--- config.mk ---
export PLATFORM = sky130hd
export DESIGN_NAME = comparator_serial_nbit
export DESIGN_NICKNAME = d
export VERILOG_FILES = /design/src/rtl/comparator_serial_nbit.sv
export SDC_FILE = /design/constraint.sdc
export NUM_CORES = 1
export LEC_CHECK = 0
export ABC_AREA = 1
export CORE_MARGIN = 2
export CORE_UTILIZATION = 40
export CTS_CLUSTER_DIAMETER = 120
export DETAILED_ROUTE_END_ITERATION = 10
export PLACE_DENSITY_LB_ADDON = 0.12
export SLEW_MARGIN = 20
export SYNTH_ARGS = -nofsm -noshare
export SYNTH_HDL_FRONTEND = slang
export SYNTH_SLANG_ARGS = --single-unit
--- constraint.sdc ---
create_clock -name clk -period 2.2 [get_ports clk]
set_clock_uncertainty 0.1 [all_clocks]
set_input_delay 0.33 -clock clk [delete_from_list [all_inputs] [get_ports clk]]
set_output_delay 0.33 -clock clk [all_outputs]
set_load 0.01 [all_outputs]
--- src/rtl/comparator_serial_nbit.sv ---
`default_nettype none
// ============================================================================
// Module      : comparator_serial_nbit
// Description : Multi-cycle MSB-first magnitude comparator, CHUNK bits/cycle,
//               with signed (offset-binary) mode and optional early exit.
// Revision    : 1.0 - initial release
// ============================================================================
module comparator_serial_nbit #(
    parameter int WIDTH      = 8,
    parameter int CHUNK      = 2,
    parameter bit EARLY_EXIT = 1'b0
) (
    input  logic             clk,
    input  logic             rst_n,
    input  logic             start,
    input  logic             signed_mode,
    input  logic [WIDTH-1:0] a,
    input  logic [WIDTH-1:0] b,
    output logic             busy,
    output logic             done,
    output logic             eq,
    output logic             lt,
    output logic             gt
);

    localparam int               c_NUM_SLICES = WIDTH / CHUNK;
    localparam int               c_IDX_W      = (c_NUM_SLICES > 1) ? $clog2(c_NUM_SLICES) : 1;
    localparam logic [c_IDX_W-1:0] c_LAST_IDX = c_IDX_W'(c_NUM_SLICES - 1);
    localparam logic [c_IDX_W-1:0] c_IDX_ONE  = c_IDX_W'(1);
    localparam logic [WIDTH-1:0] c_MSB        = WIDTH'(1) << (WIDTH - 1);

    localparam logic [1:0] c_S_IDLE = 2'd0;
    localparam logic [1:0] c_S_RUN  = 2'd1;
    localparam logic [1:0] c_S_DONE = 2'd2;

    if (WIDTH < 1 || CHUNK < 1 || CHUNK > WIDTH || (WIDTH % CHUNK) != 0) begin : g_bad_params
        $error("comparator_serial_nbit: illegal WIDTH/CHUNK combination");
    end

    logic [1:0]         r_state;
    logic [1:0]         w_state_nxt;
    logic [WIDTH-1:0]   r_a;
    logic [WIDTH-1:0]   r_b;
    logic [c_IDX_W-1:0] r_idx;
    logic               r_dec;
    logic               r_dec_lt;
    logic               r_eq;
    logic               r_lt;
    logic               r_gt;

    logic [CHUNK-1:0]   w_sa;
    logic [CHUNK-1:0]   w_sb;
    logic               w_diff;
    logic               w_slice_lt;
    logic               w_last;
    logic               w_fin;
    logic               w_fin_eq;
    logic               w_fin_lt;
    logic               w_fin_gt;

    // Slice compare and the result that would be registered on entry to DONE
    always_comb begin
        w_sa       = r_a[r_idx*CHUNK +: CHUNK];
        w_sb       = r_b[r_idx*CHUNK +: CHUNK];
        w_diff     = (w_sa != w_sb);
        w_slice_lt = (w_sa < w_sb);
        w_last     = (r_idx == '0);
        w_fin      = w_last || (EARLY_EXIT && w_diff);
        w_fin_eq   = 1'b0;
        w_fin_lt   = 1'b0;
        w_fin_gt   = 1'b0;
        if (r_dec) begin
            w_fin_lt = r_dec_lt;
            w_fin_gt = ~r_dec_lt;
        end else if (w_diff) begin
            w_fin_lt = w_slice_lt;
            w_fin_gt = ~w_slice_lt;
        end else begin
            w_fin_eq = 1'b1;
        end
    end

    always_ff @(posedge clk) begin
        if (!rst_n) begin
            r_state <= c_S_IDLE;
        end else begin
            r_state <= w_state_nxt;
        end
    end

    always_comb begin
        w_state_nxt = c_S_IDLE;
        unique case (r_state)
            c_S_IDLE: w_state_nxt = start ? c_S_RUN : c_S_IDLE;
            c_S_RUN:  w_state_nxt = w_fin ? c_S_DONE : c_S_RUN;
            c_S_DONE: w_state_nxt = c_S_IDLE;
            default:  w_state_nxt = c_S_IDLE;
        endcase
    end

    // Signed operands are stored offset-binary so the slice compare stays unsigned
    always_ff @(posedge clk) begin
        if (!rst_n) begin
            r_a      <= '0;
            r_b      <= '0;
            r_idx    <= '0;
            r_dec    <= 1'b0;
            r_dec_lt <= 1'b0;
            r_eq     <= 1'b0;
            r_lt     <= 1'b0;
            r_gt     <= 1'b0;
        end else begin
            unique case (r_state)
                c_S_IDLE: begin
                    if (start) begin
                        r_a      <= a ^ (signed_mode ? c_MSB : '0);
                        r_b      <= b ^ (signed_mode ? c_MSB : '0);
                        r_idx    <= c_LAST_IDX;
                        r_dec    <= 1'b0;
                        r_dec_lt <= 1'b0;
                    end
                end
                c_S_RUN: begin
                    if (w_diff && !r_dec) begin
                        r_dec    <= 1'b1;
                        r_dec_lt <= w_slice_lt;
                    end
                    if (!w_last) begin
                        r_idx <= r_idx - c_IDX_ONE;
                    end
                    if (w_fin) begin
                        r_eq <= w_fin_eq;
                        r_lt <= w_fin_lt;
                        r_gt <= w_fin_gt;
                    end
                end
                default: begin
                end
            endcase
        end
    end

    assign busy = (r_state != c_S_IDLE);
    assign done = (r_state == c_S_DONE);
    assign eq   = r_eq;
    assign lt   = r_lt;
    assign gt   = r_gt;

endmodule
`default_nettype wire

### After elaboration in Yosys (flattened, before gate mapping)

Cells that the tools add are included.

| word-level totals | value |
|---|---|
| register bits after elaboration | 25 |
| word-level logic and storage cells | 51 |
| output and inout port bits | 5 |
| input port bits | 20 |

| operators by class | value |
|---|---|
| mux-type cells | 18 |
| reductions and logical operators | 10 |
| $lt $le $gt $ge | 1 |
| add/subtract/negate cells | 1 |
| equality and inequality tests | 6 |
| bitwise gates (word level) | 4 |
| shift operators | 2 |

Operators with widths:

| kind | number |
|---|---|
| $shiftx A8 B4 Y2 | 2 |
| $xor A8 B8 Y8 | 2 |
| $mux W1 | 10 |
| $mux W8 | 1 |
| $pmux W2 S2 | 2 |
| $mux W2 | 3 |
| $ne A2 B2 Y1 const B | 3 |
| $reduce_and A3 Y1 | 2 |
| $logic_not A2 Y1 | 2 |
| $pmux W1 S2 | 2 |
| $reduce_and A2 Y1 | 2 |
| $reduce_bool A2 Y1 | 2 |
| $eq A2 B1 Y1 const B | 1 |
| $eq A2 B2 Y1 const B | 1 |
| $lt A2 B2 Y1 | 1 |
| $ne A2 B2 Y1 | 1 |
| $not A1 Y1 | 2 |
| $sub A2 B1 Y2 const B | 1 |
| $logic_and A1 B1 Y1 | 1 |
| $logic_not A1 Y1 | 1 |

### Depth between registers and ports, before layout

Gate-level depths: netlist of run 1.

| depth | value |
|---|---|
| depth after elaboration | 5 |
| mapped depth | 13 |
| depth with buffers taken out | 11 |

### Least setup slack after synthesis of run 1

OpenSTA, ideal clock, no wires.

| timing | value |
|---|---|
| kind | reg2reg |
| start | reg r_idx[0] |
| end | reg r_dec_lt |
| data required time | 1.987 ns |
| stages on the path, launching flop included | 12 |
| arrival time | 1.552 ns |
| path slack | 0.436 ns |
| cells stage by stage | dfxtp_1 > buf_2 > inv_1 > buf_2 > nor2_1 > o22a_1 > ha_1 > inv_1 > o21bai_1 > nor2_1 > nor2_1 > nor2_1 |

| on the way | value |
|---|---|
| longest elaborated chain between the ends | 5 |

RTL lines:

| element | line | text |
|---|---|---|
| start: declaration | 44 | `logic [c_IDX_W-1:0] r_idx;` |
| start signal: assignment | 118 | `r_idx <= c_LAST_IDX;` |
| start signal: assignment | 129 | `r_idx <= r_idx - c_IDX_ONE;` |
| $shiftx A8 B4 Y2 (on tied branches) | 63, 64 |  |
| $ne A2 B2 Y1 | 65 | `w_diff = (w_sa != w_sb);` |
| $logic_and A1 B1 Y1 | 124 | `if (w_diff && !r_dec) begin` |
| $ne A2 B2 Y1 (no line) | n/a |  |
| $reduce_and A3 Y1 (no line) | n/a |  |
| end signal: assignment | 126 | `r_dec_lt <= w_slice_lt;` |
| end: declaration | 46 | `logic r_dec_lt;` |

Parallel ways exist; a longest one is shown, timed or not. The select of a mux whose other input is x is not followed.
A chain may end at the register's enable or synchronous reset.

### Worst setup path after layout of run 1

| timing | value |
|---|---|
| start | reg r_state[1] |
| end | out done |

| on the way | value |
|---|---|
| longest elaborated chain between the ends | 1 |

RTL lines:

| element | line | text |
|---|---|---|
| start: declaration | 40 | `logic [1:0] r_state;` |
| start signal: assignment | 85 | `r_state <= c_S_IDLE;` |
| start signal: assignment | 87 | `r_state <= w_state_nxt;` |
| $eq A2 B2 Y1 | 144 | `assign done = (r_state == c_S_DONE);` |
| end: declaration | 20 | `output logic done,` |

No other way between the ends.

==> results of run 1 <==
-- cells in the mapped netlist, types with 2 or more instances --
cell	number
nor2_1	48
o21ai_0	28
dfxtp_1	25
nand2_1	17
inv_1	14
a21oi_1	5
ha_1	3
nand3_1	3
buf_2	2
buf_6	2
o22a_1	2
o22ai_1	2
xor2_1	2
-- flip-flops by register name, summed over array words and instances (netlist names) --
signal / count
eq: 1
r_dec_lt: 1
r_a: 8
r_dec: 1
r_state: 2
r_idx: 2
lt: 1
gt: 1
r_b: 8
-- worst register-to-register path, cell delays in order (launching register included) --
cell and delay (ns):
dfxtp_2 0.42, inv_1 0.16, o21ai_0 0.21, o22ai_1 0.12, ha_1 0.31, nand2_1 0.08, nand2_1 0.09, nand2_1 0.06
nand3_1 0.08, nor2_1 0.10, nor2_1 0.05
-- metrics by stage --
stage,setup WS (ns),hold WS [ns]
after CTS,0.236,0.391
after global placement,0.353,0.360
final,0.330,0.391
after detailed placement,0.249,0.372
after floorplan,0.436,0.340
after global routing,0.0606,0.409
-- per-layer routing --
metal  part of all wire (%)  wire [um]  vias to the layer above  global-route usage (%)
met1                     47       1170                      487                    19.4
met2                     47       1170                       19                    29.9
met3                    4.0        100                        4                    2.68
li1                       -          -                      560                       -
met5                      0          0                        -                       0
met4                    1.4         34                        0                    5.98
-- area by class of cell --
type                       count  area, sq um
tap                           31         38.8
clock buffer                   4         26.3
fill                         275         1330
inverter                      16         62.6
timing repair buffer          25          248
sequential                    25          502
multi-input combinational    114          551
-- where the power goes --
group | switching, mW | leakage (nW) | internal, mW
Clock | 0.137 | 0.0150 | 0.0711
Combinational | 0.209 | 0.405 | 0.158
Sequential | 0.0392 | 0.207 | 0.512
Total | 0.386 | 0.627 | 0.741
-- kinds of logic after synthesis --
| logic type | Yosys count |
|---|---|
| and+or+nand+nor | 70 |
| buffers and inverters | 22 |
| adders and majority gates | 3 |
| AOI/OAI and AO/OA | 39 |
| xor gates and xnor gates | 2 |
| DFF | 25 |
-- cells in the final DEF, fill, tap and decap left out, drive strengths merged --
master         count
a21oi              5
nand3              3
o22ai              2
clkdlybuf4s50     24
o22a               2
clkbuf             4
buf                1
nor2              50
xor2               2
o21ai             28
ha                 3
nand2             17
o21bai             1
o21a               1
inv               16
dfxtp             25
-- worst max-delay path by stage --
stage	start	end	slack, ns
after floorplan	r_idx[0]	r_dec_lt	0.44
after global routing	r_idx[0]	r_dec_lt	0.06
after detailed placement	r_idx[0]	r_dec_lt	0.25
final	r_state[1]	done	0.33
after CTS	r_idx[0]	r_dec_lt	0.24
after global placement	r_idx[0]	r_dec_lt	0.35
==> results.sh, run 1 <==
export IMPL_wl_per_cell_um=11.5
export IMPL_reg2reg_to="r_dec_lt"
export IMPL_numCtsBuffers=3
export IMPL_synth_top_family_by_area="simple AND/OR/NAND/NOR gates"
export IMPL_rsz0062_at_grt="no"
export IMPL_worst_pin_slew_ns=0.377
export IMPL_cp_max_fo=4
export IMPL_slowest_delay_ns=0.53
export IMPL_post_cts_setup_buffer_count=0
export IMPL_place_congestion=0.824
export IMPL_synth_xor_area_share_pct=1.52
export IMPL_cp_arrival_ns=1.44
export IMPL_clk_pin_slew_ns=0.14
export IMPL_path_buf_inv=2
export IMPL_yosysUniqueCellTypes=21
export IMPL_std_cell_rows=19
export IMPL_die_h_um=57.7
export IMPL_synthTopCellsByArea="dfxtp_1, nor2_1, o21ai_0"
export IMPL_crit_type="flip-flop to primary output"
export IMPL_cts_sinks=25
export IMPL_postCtsHoldBufs=0
export IMPL_setup_viol=0
export IMPL_grt_overflow=0
export IMPL_cts_root_buf="clkbuf_4"
export IMPL_max_cap_violations=0
export IMPL_syn_nets=184
export IMPL_yosys_warnings=0
export IMPL_synth_main_ff_cell="dfxtp_1"
export IMPL_htreeDepth=1
export IMPL_coreArea_sq_mm=0.00276
export IMPL_post_cts_resized=0
export IMPL_syn_avg_cell_area_sq_um=7.17
export IMPL_vias=1070
export IMPL_grt_max_degree=18
export IMPL_hpwl_um=1850
export IMPL_synth_largest_area_cell="dfxtp_1"
export IMPL_postSynthCellCount=161
export IMPL_rrSetupSlack_ns=0.36
export IMPL_clockBufferDepth=2
export IMPL_antenna_found_initial=0
export IMPL_grtUsageTotal_pct=16.5
export IMPL_dr_pass1_iters=4
export IMPL_wl_um=2470
export IMPL_finalHoldViolations=0
export IMPL_seq_area_frac_synth_pct=43.4
export IMPL_synth_top_area_share_pct=43.4
export IMPL_fin_nets=208
export IMPL_synthesis_area_sq_mm=0.00115
export IMPL_synth_edf_count=0
export IMPL_initial_core_util_pct=41.8
export IMPL_outcome="completed"
export IMPL_async_flop_share_pct=0
export IMPL_path_cells="inv_1 > nor2_1 > clkdlybuf4s50_1"
export IMPL_cts_tree="done"
export IMPL_drt_antenna_violating_nets=0
export IMPL_post_place_cells=211
export IMPL_fin_crit_sh_pct=85.0
export IMPL_drt_iter0_drc=18
export IMPL_layout_drive_gt1_share_pct=4.89
export IMPL_fin_setup_tns_ns=0
export IMPL_crit_slowest_cell="clkdlybuf4s50_1"
export IMPL_io_pins=25
export IMPL_synth_fa_ha_area_share_pct=3.25
export IMPL_placed_area_sq_mm=0.00140
export IMPL_vdd_ir_drop_max_uv=444
export IMPL_cpLargestDelayFamily="buffers and inverters"
export IMPL_critical_path_required_ns=1.77
export IMPL_start_kind="flip-flop"
export IMPL_muxShareOfSynthArea_pct=0
export IMPL_synth_compound_area_share_pct=18.2
export IMPL_finalPower_mw=1.13
export IMPL_stdcell_area_sq_mm=0.00143
export IMPL_hold_start="r_a[7]"
export IMPL_r2r_start="r_idx[0]"
export IMPL_grt_pass1_wl_um=4330
export IMPL_fin_crit_ns=1.87
export IMPL_hold_path_end="r_a[7]"
export IMPL_clock_fmax_mhz=535
export IMPL_maxSlewHeadroom_pct=74.7
export IMPL_hold_class="flip-flop to flip-flop"
export IMPL_num_antenna_cells=0
export IMPL_port_buffer_count=24
export IMPL_leakage_nw=0.627
export IMPL_reg2regPathDepth=10
export IMPL_path_depth=3
export IMPL_fin_cells=215
export IMPL_endpoint_kind="primary output"
export IMPL_ys_ff_latch=25
export IMPL_power_density_mw_per_mm2=789
export IMPL_whs_path_depth=2
export IMPL_drc_errors=0
export IMPL_final_util_pct=51.8
export IMPL_die_area_sq_mm=0.00333
export IMPL_synth_simple_area_share_pct=24.7
export IMPL_insertion_delay_ns=0.32
export IMPL_grt_pass1_vias=1062
export IMPL_slew_violations=0
export IMPL_die_width_um=57.7
export IMPL_area_growth_pct=23.8
export IMPL_viasPerCell=4.98
(Power assumes the default switching activity.)
==> run 2, diff against run 1 <==
Settings changed: CAP_MARGIN set to 5, CORE_UTILIZATION 40 to 45, SKIP_LAST_GASP set to 1.
==> run 2 against run 1 <==
  * Clock-buffer cell count is 1 lower
  * Sequential power hardly changed
  * Maximum frequency is 2.5% lower
  * Register-to-register slack worse by 0.08 ns
  * Worst setup slack worse by 0.047 ns
  * Sequential cell count stayed put
  * Hold slack better by 0.00058 ns
  * Non-clock buffer count stayed put
  * Wire length is 4.0% lower
  * Via count is 0.28% lower
  * Highest routed layer unchanged
==> results.sh, run 2 (synthesis results as in run 1) <==
export IMPL_std_cell_rows=18
export IMPL_setup_viol=0
export IMPL_reg_top3="r_a (8), r_b (8)"
export IMPL_wl_um=2370
export IMPL_clock_fmax_mhz=521
export IMPL_leakage_nw=0.629
export IMPL_area_growth_pct=23.8
export IMPL_clockBufferDepth=2
export IMPL_vias=1067
export IMPL_final_util_pct=58.2
export IMPL_cts_root_buf="clkbuf_4"
export IMPL_holdWs_ns=0.391
export IMPL_rsz0062_at_grt="no"
export IMPL_endpoint_kind="flip-flop"
export IMPL_vdd_ir_drop_max_uv=705
export IMPL_placed_area_sq_mm=0.00140
export IMPL_die_area_sq_mm=0.00298
export IMPL_num_antenna_cells=0
export IMPL_hold_class="flip-flop to flip-flop"
export IMPL_drt_iter0_drc=20
export IMPL_fin_crit_ns=1.92
export IMPL_cp_arrival_ns=2.08
export IMPL_p_seq_share_pct=49.2
export IMPL_grt_max_degree=18
export IMPL_antenna_found_initial=0
export IMPL_wl_per_cell_um=11.1
export IMPL_grtUsageTotal_pct=19.2
export IMPL_insertion_delay_ns=0.32
export IMPL_stdcell_area_sq_mm=0.00143
export IMPL_grt_pass1_vias=978
export IMPL_cp_max_fo=11
export IMPL_p_int_mw=0.737
export IMPL_clk_pin_slew_ns=0.14
export IMPL_outcome="completed"
export IMPL_fin_setup_tns_ns=0
export IMPL_layout_drive_gt1_share_pct=5.43
export IMPL_start_kind="flip-flop"
export IMPL_viasPerCell=4.99
export IMPL_drt_antenna_violating_nets=0
export IMPL_die_width_um=54.6
export IMPL_power_net_switching_mw=0.383
export IMPL_grt_pass1_wl_um=4130
export IMPL_crit_type="flip-flop to flip-flop"
export IMPL_initial_core_util_pct=47.0
export IMPL_dr_pass1_iters=4
export IMPL_cts_sinks=25
export IMPL_worst_pin_slew_ns=0.437
export IMPL_io_pins=25
export IMPL_slew_violations=0
export IMPL_combPwrFrac_pct=32.8
export IMPL_maxSlewHeadroom_pct=70.8
export IMPL_max_cap_violations=0
export IMPL_die_h_um=54.6
export IMPL_fillers=233
export IMPL_coreArea_sq_mm=0.00245
export IMPL_drc_errors=0
export IMPL_critical_path_required_ns=2.36
export IMPL_switching_share_pct=34.2
export IMPL_power_density_mw_per_mm2=785
export IMPL_cts_tree="done"
export IMPL_numCtsBuffers=3
export IMPL_layout_commonest_cell="nor2_1"
export IMPL_place_congestion=0.850
export IMPL_hpwl_um=1840
export IMPL_postCtsHoldBufs=0
export IMPL_port_buffer_count=24
export IMPL_fin_nets=208
export IMPL_htreeDepth=1
export IMPL_clkPwrFrac_pct=18.0
export IMPL_fin_crit_sh_pct=87.2
export IMPL_grt_overflow=0
export IMPL_final_cell_mix="nor2_1, o21ai_0, dfxtp_1, clkdlybuf4s50_1, nand2_1"
export IMPL_finalPower_mw=1.12
export IMPL_finalHoldViolations=0
[run 2: worst paths after layout]
kind         slack (ns)       end  depth (start not counted)      from
min reg2reg        0.39    r_a[7]                          2    r_a[7]
max reg2reg        0.28  r_dec_lt                         11  r_idx[0]
max                0.28  r_dec_lt                         11  r_idx[0]
min                0.39    r_a[7]                          2    r_a[7]
[run 2: layer usage]
layer | part of all wire (%) | track usage, % | wire length (um)
met1 | 46 | 22.3 | 1080
met2 | 49 | 35.3 | 1150
met3 | 5.2 | 5.74 | 124
met4 | 0.55 | 2.50 | 13
met5 | 0 | 0 | 0
[run 2: worst max-delay path, stage by stage (launching register included)]
cell     delay [ns]
dfxtp_2        0.41
inv_1          0.16
o21ai_0        0.23
o22ai_1        0.11
ha_1           0.31
nand2_1        0.10
nand2_1        0.10
nand2_1        0.07
nand3_1        0.08
nand2_1        0.07
nand2_1        0.04
nor2_1         0.09
[run 2: timing repair]
action	CTS	global route
setup endpoints to repair	0	3
gates resized for setup	0	1
setup buffers	0	0
[run 2: layout make-up]
class                           instances  area (sq um)  area share, %
Sequential cell                        25           502           35.1
Clock buffer                            3          22.5           1.58
Timing Repair Buffer                   25           248           17.4
Tap cell                               30          37.5           2.63
Inverter                               16          62.6           4.38
Clock inverter                          1          5.00          0.351
Multi-Input combinational cell        114           551           38.6
[run 2: power groups by stage]
stage / Clock, mW / Sequential (mW) / Combinational (mW)
2_1_floorplan: 0 / 0.547 / 0.270
3_3_place_gp: 0 / 0.560 / 0.353
3_5_place_dp: 0 / 0.560 / 0.367
4_1_cts: 0.209 / 0.550 / 0.370
5_1_grt: 0.224 / 0.559 / 0.427
6_report: 0.202 / 0.551 / 0.367
[run 2: stage by stage]
stage	worst slack [ns]	instances
after floorplan	0.436	161
after global placement	0.394	210
after detailed placement	0.210	210
after CTS	0.161	214
after global routing	0.0456	214
final	0.282	214
